`config.mk`:
```
export PLATFORM = sky130hd
export DESIGN_NAME = ucsbece154b_dmem_resp
export DESIGN_NICKNAME = d
export VERILOG_FILES = /design/src/rtl/ucsbece154b_dmem_resp.sv
export SDC_FILE = /design/constraint.sdc
export NUM_CORES = 2
export LEC_CHECK = 0
export BUFFER_PORTS_ARGS = -buffer_cell sky130_fd_sc_hd__buf_2
export CAP_MARGIN = 20
export CELL_PAD_IN_SITES_DETAIL_PLACEMENT = 0
export CELL_PAD_IN_SITES_GLOBAL_PLACEMENT = 1
export CORE_ASPECT_RATIO = 0.9
export CORE_UTILIZATION = 55
export CTS_CLUSTER_SIZE = 16
export DETAILED_ROUTE_END_ITERATION = 8
export MAX_ROUTING_LAYER = met4
export PLACE_DENSITY = 0.82
export SLEW_MARGIN = 15
export SYNTH_ARGS = -nofsm -noshare
export SYNTH_HDL_FRONTEND = slang
export SYNTH_SLANG_ARGS = --single-unit
export TNS_END_PERCENT = 5
```
`constraint.sdc`:
```
create_clock -name clk -period 3.6 [get_ports clk]
set_input_delay 0.36 -clock clk [delete_from_list [all_inputs] [get_ports clk]]
set_output_delay 0.36 -clock clk [all_outputs]
set_load 0.005 [all_outputs]
```
`src/rtl/ucsbece154b_dmem_resp.sv`:
```
// ucsbece154b_dmem_resp: latency-programmable data-memory responder with valid/ready request and response channels
// Optional build macro DMEM_MISALIGN_CHECK_EN: when defined, a non-word-aligned address is treated as a fault.
module ucsbece154b_dmem_resp #(
  parameter logic [31:0] BASE    = 32'h10000000,
  parameter int          DEPTH   = 64,
  parameter int          LATENCY = 2
) (
  input  logic        clk,
  input  logic        reset,
  input  logic        req_valid,
  output logic        req_ready,
  input  logic        req_we,
  input  logic [31:0] req_addr,
  input  logic [31:0] req_wdata,
  input  logic [3:0]  req_wstrb,
  output logic        resp_valid,
  input  logic        resp_ready,
  output logic [31:0] resp_rdata,
  output logic        resp_err
);
  localparam int         IW     = $clog2(DEPTH);
  localparam logic [1:0] S_IDLE = 2'd0;
  localparam logic [1:0] S_WAIT = 2'd1;
  localparam logic [1:0] S_RESP = 2'd2;
  localparam logic [3:0] LAT_M1 = 4'(LATENCY - 1);
  localparam logic [32:0] LO    = {1'b0, BASE};
  localparam logic [32:0] HI    = {1'b0, BASE} + 33'(4 * DEPTH);

  logic [31:0]   DATA [DEPTH];
  logic [1:0]    state_q, state_d;
  logic [3:0]    cnt_q, cnt_d;
  logic          we_q;
  logic [31:0]   addr_q, wdata_q;
  logic [3:0]    wstrb_q;
  logic [31:0]   rdata_q, rdata_d;
  logic          err_q, err_d;
  logic          accept, access, acc_we, in_range, misaligned, fault;
  logic [31:0]   acc_addr, acc_wdata;
  logic [3:0]    acc_wstrb;
  logic [IW-1:0] idx;

  assign accept = reset && state_q == S_IDLE && req_valid;
  // With a single-cycle latency the access happens on the accept edge itself, straight from the request bus.
  assign access    = (LATENCY == 1) ? accept : (reset && state_q == S_WAIT && cnt_q == '0);
  assign acc_we    = (LATENCY == 1) ? req_we    : we_q;
  assign acc_addr  = (LATENCY == 1) ? req_addr  : addr_q;
  assign acc_wdata = (LATENCY == 1) ? req_wdata : wdata_q;
  assign acc_wstrb = (LATENCY == 1) ? req_wstrb : wstrb_q;
  // 33-bit compare so a window near the top of the address space cannot wrap.
  assign in_range  = {1'b0, acc_addr} >= LO && {1'b0, acc_addr} < HI;
  assign idx       = IW'((acc_addr - BASE) >> 2);
`ifdef DMEM_MISALIGN_CHECK_EN
  assign misaligned = acc_addr[1:0] != 2'b00;
`else
  assign misaligned = 1'b0;
`endif
  assign fault      = !in_range || misaligned;

  assign req_ready  = reset && state_q == S_IDLE;
  assign resp_valid = state_q == S_RESP;
  assign resp_rdata = rdata_q;
  assign resp_err   = err_q;

  // Next-state: accept moves to WAIT (or RESP), counter expiry moves to RESP, response handshake returns to IDLE.
  always_comb begin
    state_d = accept ? ((LATENCY == 1) ? S_RESP : S_WAIT) :
              access ? S_RESP :
              (state_q == S_RESP && resp_ready) ? S_IDLE : state_q;
    cnt_d   = accept ? LAT_M1 : (state_q == S_WAIT && cnt_q != '0) ? cnt_q - 4'd1 : cnt_q;
    rdata_d = access ? ((fault || acc_we) ? '0 : DATA[idx]) : rdata_q;
    err_d   = access ? fault : err_q;
  end

  // Control and response registers; reset aborts any transaction in flight.
  always_ff @(posedge clk or negedge reset) begin
    if (!reset) begin
      state_q <= S_IDLE;
      cnt_q   <= '0;
      we_q    <= 1'b0;
      addr_q  <= '0;
      wdata_q <= '0;
      wstrb_q <= '0;
      rdata_q <= '0;
      err_q   <= 1'b0;
    end else begin
      state_q <= state_d;
      cnt_q   <= cnt_d;
      rdata_q <= rdata_d;
      err_q   <= err_d;
      if (accept) begin
        we_q    <= req_we;
        addr_q  <= req_addr;
        wdata_q <= req_wdata;
        wstrb_q <= req_wstrb;
      end
    end
  end

  // Word storage is not reset; stores write only the enabled byte lanes of an in-range word.
  always_ff @(posedge clk) begin
    if (access && acc_we && !fault)
      for (int b = 0; b < 4; b++)
        if (acc_wstrb[b]) DATA[idx][8*b +: 8] <= acc_wdata[8*b +: 8];
  end
endmodule

```
Word-level counts from Yosys, hierarchy flattened

Memories as Yosys holds them, arrays and structs flattened.
Index checks and enable logic that the tools add are counted.

Reduce and logical (&&, ||, !) cells: 16
Muxes and demuxes: 18
Add/sub/neg operators: 2
Magnitude comparators: 2
Equal/unequal tests: 2

Operators by type and width:

| operator               | count |
|---|---|
| $ge A32 B29 Y1 const B | 1 |
| $lt A32 B29 Y1 const B | 1 |
| $mux W32               | 1 |
| $mux W1                | 12 |
| $logic_and A1 B1 Y1    | 9 |
| $mux W4                | 2 |
| $sub A8 B1 Y8 const B  | 1 |
| $mux W2                | 3 |
| $logic_not A4 Y1       | 1 |
| $reduce_bool A4 Y1     | 1 |
| $sub A4 B1 Y4 const B  | 1 |
| $reduce_bool A3 Y1     | 1 |
| $eq A2 B1 Y1 const B   | 1 |
| $eq A2 B2 Y1 const B   | 1 |
| $logic_not A2 Y1       | 1 |
| $reduce_bool A2 Y1     | 1 |
| $logic_not A1 Y1       | 1 |
| $logic_or A1 B1 Y1     | 1 |

Input bits: 73
Word-level logic and storage cells: 49
Bits in registers: 108
Memories: 1
Bits in writable memories: 2048

Memories:

| memory | words | bits a word | read ports | clocked after Yosys merged registers in | wr ports | RTL line | RTL |
|---|---|---|---|---|---|---|---|
| DATA   | 64    | 32          | 1          | 0                                       | 1        | 29       | `logic [31:0] DATA [DEPTH];` |

Longest topological paths before layout

Depth after elaboration: 7
Mapped depth: 11

Worst setup path after synthesis

OpenSTA, ideal clock, no wires.

Path type: register -> register
From: register cnt_q[0]
To: memory DATA[10][0], enable pin
Setup slack: 0.972 ns
Clock period less this slack: 2.628 ns
Data required time: 3.230 ns
Cell stages (with the launch flop): 11
Data arrival time: 2.258 ns
Path buffers: 2
Setup time: 0.370 ns
Path through: dfrtp_1 inv_1 ha_1 nor3b_1 nand4b_1 nor3_1 and2_1 clkbuf_1 nand2_1 clkbuf_1 nor2_1

Cells in the longest elaborated chain, start to end: 6

RTL lines:

| element                          | RTL line | RTL |
|---|---|---|
| from (decl)                      | 31       | `logic [3:0] cnt_q, cnt_d;` |
| from (signal assigned)           | 87       | `cnt_q <= cnt_d;` |
| $logic_not A4 Y1                 | 44       | `assign access = (LATENCY == 1) ? accept : (reset && state_q == S_WAIT && cnt_q == '0);` |
| $logic_and A1 B1 Y1              | 44       |  |
| $logic_and A1 B1 Y1 (2 in a row) | 101      | `if (access && acc_we && !fault)` |
| $mux W1                          | 101      |  |
| $mux W1 (implied by the code)    | 103      | `if (acc_wstrb[b]) DATA[idx][8*b +: 8] <= acc_wdata[8*b +: 8];` |
| to (decl)                        | 29       |  |

No other way between the ends.

Worst setup path in the final report

From: register addr_q[6] (netlist: acc_addr[6])
To: register rdata_q[26] (netlist: resp_rdata[26])

Cells in the longest elaborated chain, start to end: 5
Elaborated cells between the ends (all ways): 8
Those cells by class: add/sub: 1; order compare: 2; mux: 1; reduce/logical: 3; memory: 1

RTL lines:

| element                                                                 | RTL line | RTL |
|---|---|---|
| from (decl)                                                             | 33       | `logic [31:0] addr_q, wdata_q;` |
| from (signal assigned)                                                  | 92       | `addr_q <= req_addr;` |
| parallel branches: the longest is 4 deep, another holds $mem_v2 Z64 W32 | -        |  |
| $mux W32 (*)                                                            | 70       | `rdata_d = access ? ((fault \|\| acc_we) ? '0 : DATA[idx]) : rdata_q;` |
| to (signal assigned)                                                    | 88       | `rdata_q <= rdata_d;` |
| to (decl)                                                               | 35       | `logic [31:0] rdata_q, rdata_d;` |

Every way passes the cells marked *.
A chain may end at the register's enable or synchronous reset.

==> impl_results.md <==
- Synthesis-stage register bit count: 2,154
- Post-synthesis mux area share: about 11%
- Largest net degree at the start of global routing: 75
- Fin worst setup slack: -0.0917 ns
- Placed inst area: slightly below 0.09 sq mm
- Max Clock Freq: ~270 MHz
- Routed WL: roughly 250,000 um
- CP arrival: approximately 4.5 ns
- Yosys top cell area share: around 74%
- Vias in the first global route: between 40,000 and 50,000
- VDD IR max: about 750 uV
- Crit-path max FO: 17
- Top cells by count, synth: 2,048 x edfxtp_1, 343 x nor2_1, 229 x mux2i_1
- Compound-Gate Fraction of Synth Area: 6.55%
- Worst Skew: around 0.048 ns
- Detail Placement HPWL: approximately 160,000 um
- R2r startpoint: acc_addr[6]$_DFFE_PN0P_
- LEAKAGE: between 0.03 and 0.04 uW
- Synth Area in Adders: less than 1%
- Vias/cell: approximately 6.7
- Initial antenna violation count: 14
- CTS Sinks: between 2,000 and 2,500
- Hold WC Path Type: primary input to async pin
- Sequential share of the synthesized area: between 70% and 80%
- Antenna Nets Post-Route: 0
- Dominant cell type by area after synthesis: edfxtp_1
- Worst-path clk slew: ~0.07 ns
- Mapped Nets: roughly 4,600
- Area delta synth->final: 15.6%
- Unique masters post-synth: about 80
- H-tree Lvls: 4
- Critical path class: flop to flop
- Final worst-path cycle share: 103%
- CP Capture Type: flop
- Post-route cell area: between 0.09 and 0.1 sq mm
- Synthesized cell area: 0.0835 sq mm
- DR vias: between 40,000 and 50,000
- Slew Viols, Final: 0
- Drt wl/cell: 34.5 um
- Initial core utilization: around 55%
- Gr ovfl total: 0
- Crit path from: acc_addr[6]$_DFFE_PN0P_
- CTS Root Buffer Type: clkbuf_16
- CORE AREA: approximately 0.15 sq mm
- Main combinational cell family by area after synthesis: multiplexers
- Setup violators final: 1
- Post-CTS Setup Inserts: 0
- Max clock buf depth: 3
- Layout cells sized above 1: 25.6%
- Max-Cap Viols: 0
- Cell Rows: about 140
- First-pass GRT wire length: ~350,000 um
- Synth top area cells: edfxtp_1 74%, mux4_2 6.0%, dfrtp_1 3.2%
- Status: finished, violations left
- Cells after synthesis: approximately 4,600
- Violated checks: setup timing
- Die W: slightly above 400 um
- Total GRT Usage: between 30% and 40%
- Nets@finish: 5,201
- Worst-margin pin slew: 1.07 ns
- Ys async rst share: 4.92%
- Most frequent cell after synthesis: edfxtp_1
- Main synth FF type: edfxtp_1
- Worst-Skew Late Latency: between 0.8 and 0.9 ns
- Post-synthesis simple-gate area fraction: 3.43%
- Critical path startpoint category: flop
- Remaining DRCs: 0
- Mean Syn Cell Area: between 15 and 20 sq um
- CTS tree: built
- Post-synth EDFFs: approximately 2,000
- XOR/XNOR share of the synthesized area: 0.0210%
- Die height: 372 um
- Relative slew slack: ~29%
- DRT Pass-1 Iters: 6
- Final hold violation count: 0
- Syn. warnings: 0
- Die area: ~0.15 sq mm
- RSZ-0062 raised after global routing: false
- CTS buffer count: 200
- Pre-CTS WS: 0.224 ns
- Crit path time final: approximately 3.7 ns
- PwrDens: ~800 mW/mm^2
- Starting DRC count in detailed routing: 8,348
- Critical Path RT: approximately 4.4 ns
- Routability cong.: 0.960
- Port bufs: roughly 110
- IO Pins: 108
-- kinds of logic (layout without fill, tap and decap cells) --
family | count (synthesis) | after routing
other | 0 | 11
and+or+nand+nor | 675 | 675
xor gates and xnor gates | 2 | 2
muxes | 628 | 628
DFF | 2154 | 2154
buffers and inverters | 310 | 1046
AOI/OAI and AO/OA | 797 | 797
adders and majority gates | 2 | 2
-- cells in the final DEF (no fill, tap or decap), types with 9 or more instances in the layout --
cell type / synthesis / layout
o21ai_0: 106 / 106
bufinv_16: 0 / 15
a22o_1: 11 / 11
dfrtp_1: 106 / 71
dlygate4sd3_1: 0 / 69
dfrtp_2: 0 / 16
clkbuf_8: 0 / 16
dfrtp_4: 0 / 19
diode_2: 0 / 11
nor2_1: 343 / 339
a2bb2oi_1: 9 / 9
mux4_2: 223 / 223
o32ai_1: 11 / 11
mux2i_1: 229 / 229
nand3_1: 9 / 9
nand2_1: 210 / 205
buf_2: 79 / 104
o22a_1: 13 / 13
a221oi_1: 28 / 28
edfxtp_1: 2048 / 2048
mux2_2: 176 / 176
and3_1: 12 / 12
o211ai_1: 9 / 9
o22ai_1: 222 / 222
a21oi_1: 110 / 110
clkinv_2: 0 / 39
o221ai_1: 95 / 95
nor4_1: 13 / 13
a32o_1: 16 / 16
a211oi_1: 29 / 29
clkbuf_16: 0 / 201
buf_12: 0 / 43
buf_4: 68 / 436
a31oi_1: 9 / 9
nor3_1: 27 / 26
o31ai_1: 11 / 11
clkbuf_1: 102 / 47
clkinv_1: 1 / 39
a22oi_1: 56 / 56
-- worst max-delay path, stage by stage (launching register included) --
cell and delay (ns):
dfrtp_1 0.62, nor3_2 0.91, nand2_1 0.74, buf_4 0.36, o22a_1 0.18, o221ai_1 0.19
nor3_1 0.23, a32o_1 0.32
-- registers in the layout, summed over array words and instances (netlist names) --
signal / count
cnt_q: 4
resp_err: 1
acc_we: 1
acc_wdata: 32
acc_wstrb: 4
acc_addr: 30
DATA: 2048
resp_rdata: 32
state_q: 2
-- repair_timing --
| action | 4_1_cts | 5_1_grt |
|---|---|---|
| resized for setup | 0 | 0 |
| hold buffers | 70 | 0 |
| endpoints found under the hold margin | 145 | 0 |
| endpoints found under the setup margin | 0 | 0 |
-- area by class of cell --
cell class	count	area, sq um
Sequential cell	2154	64200
Fill cell	10100	54100
Multi-Input combinational cell	2104	17800
Clock buffer	264	5430
Timing Repair Buffer	655	5400
Tap cell	1986	2480
Clock inverter	116	1160
Inverter	11	46.3
Antenna cell	11	27.5
-- worst paths after layout --
kind,end,slack [ns],cells past startpoint
setup / recovery,resp_rdata[26]$_DFFE_PN0P_,-0.09,7
hold / removal,acc_addr[28]$_DFFE_PN0P_,0.05,3
setup reg to reg,resp_rdata[26]$_DFFE_PN0P_,-0.09,7
hold reg to reg,cnt_q[0]$_DFFE_PN0P_,0.50,1
max in group asynchronous,acc_wdata[9]$_DFFE_PN0P_,2.61,3
min in group clk,cnt_q[2]$_DFFE_PN0P_,0.09,3
-- through the flow --
stage / instances / hold WS [ns] / utilization [%] / total power (uW) / TNS (ns)
2_1_floorplan: 4568 / 0.0644 / - / 45900 / 0
3_3_place_gp: 6828 / 0.280 / 59.0 / 55400 / 0
3_5_place_dp: 6831 / 0.285 / 59.1 / 56000 / 0
4_1_cts: 7281 / 0.0172 / 63.9 / 76900 / 0
5_1_grt: 7300 / 0.0723 / 64.1 / 79400 / 0
6_report: 7301 / 0.0527 / 64.1 / 77700 / -0.0917
-- metal layers --
| layer | part of all wire, % | vias up | track usage [%] |
|---|---|---|---|
| met5 | 0 | - | - |
| met4 | 5.2 | 0 | 14.5 |
| met3 | 14 | 630 | 9.52 |
| met2 | 45 | 3805 | 48.5 |
| met1 | 36 | 25100 | 46.3 |
| li1 | - | 19700 | - |
-- where the power goes --
part	leakage, uW	switching (uW)	internal [uW]	total [uW]
clock network	0.00322	9460	11800	21200
logic	0.00872	14100	7780	21900
registers	0.0198	3150	31400	34600
Note: power is estimated with default switching activity, not from simulation.
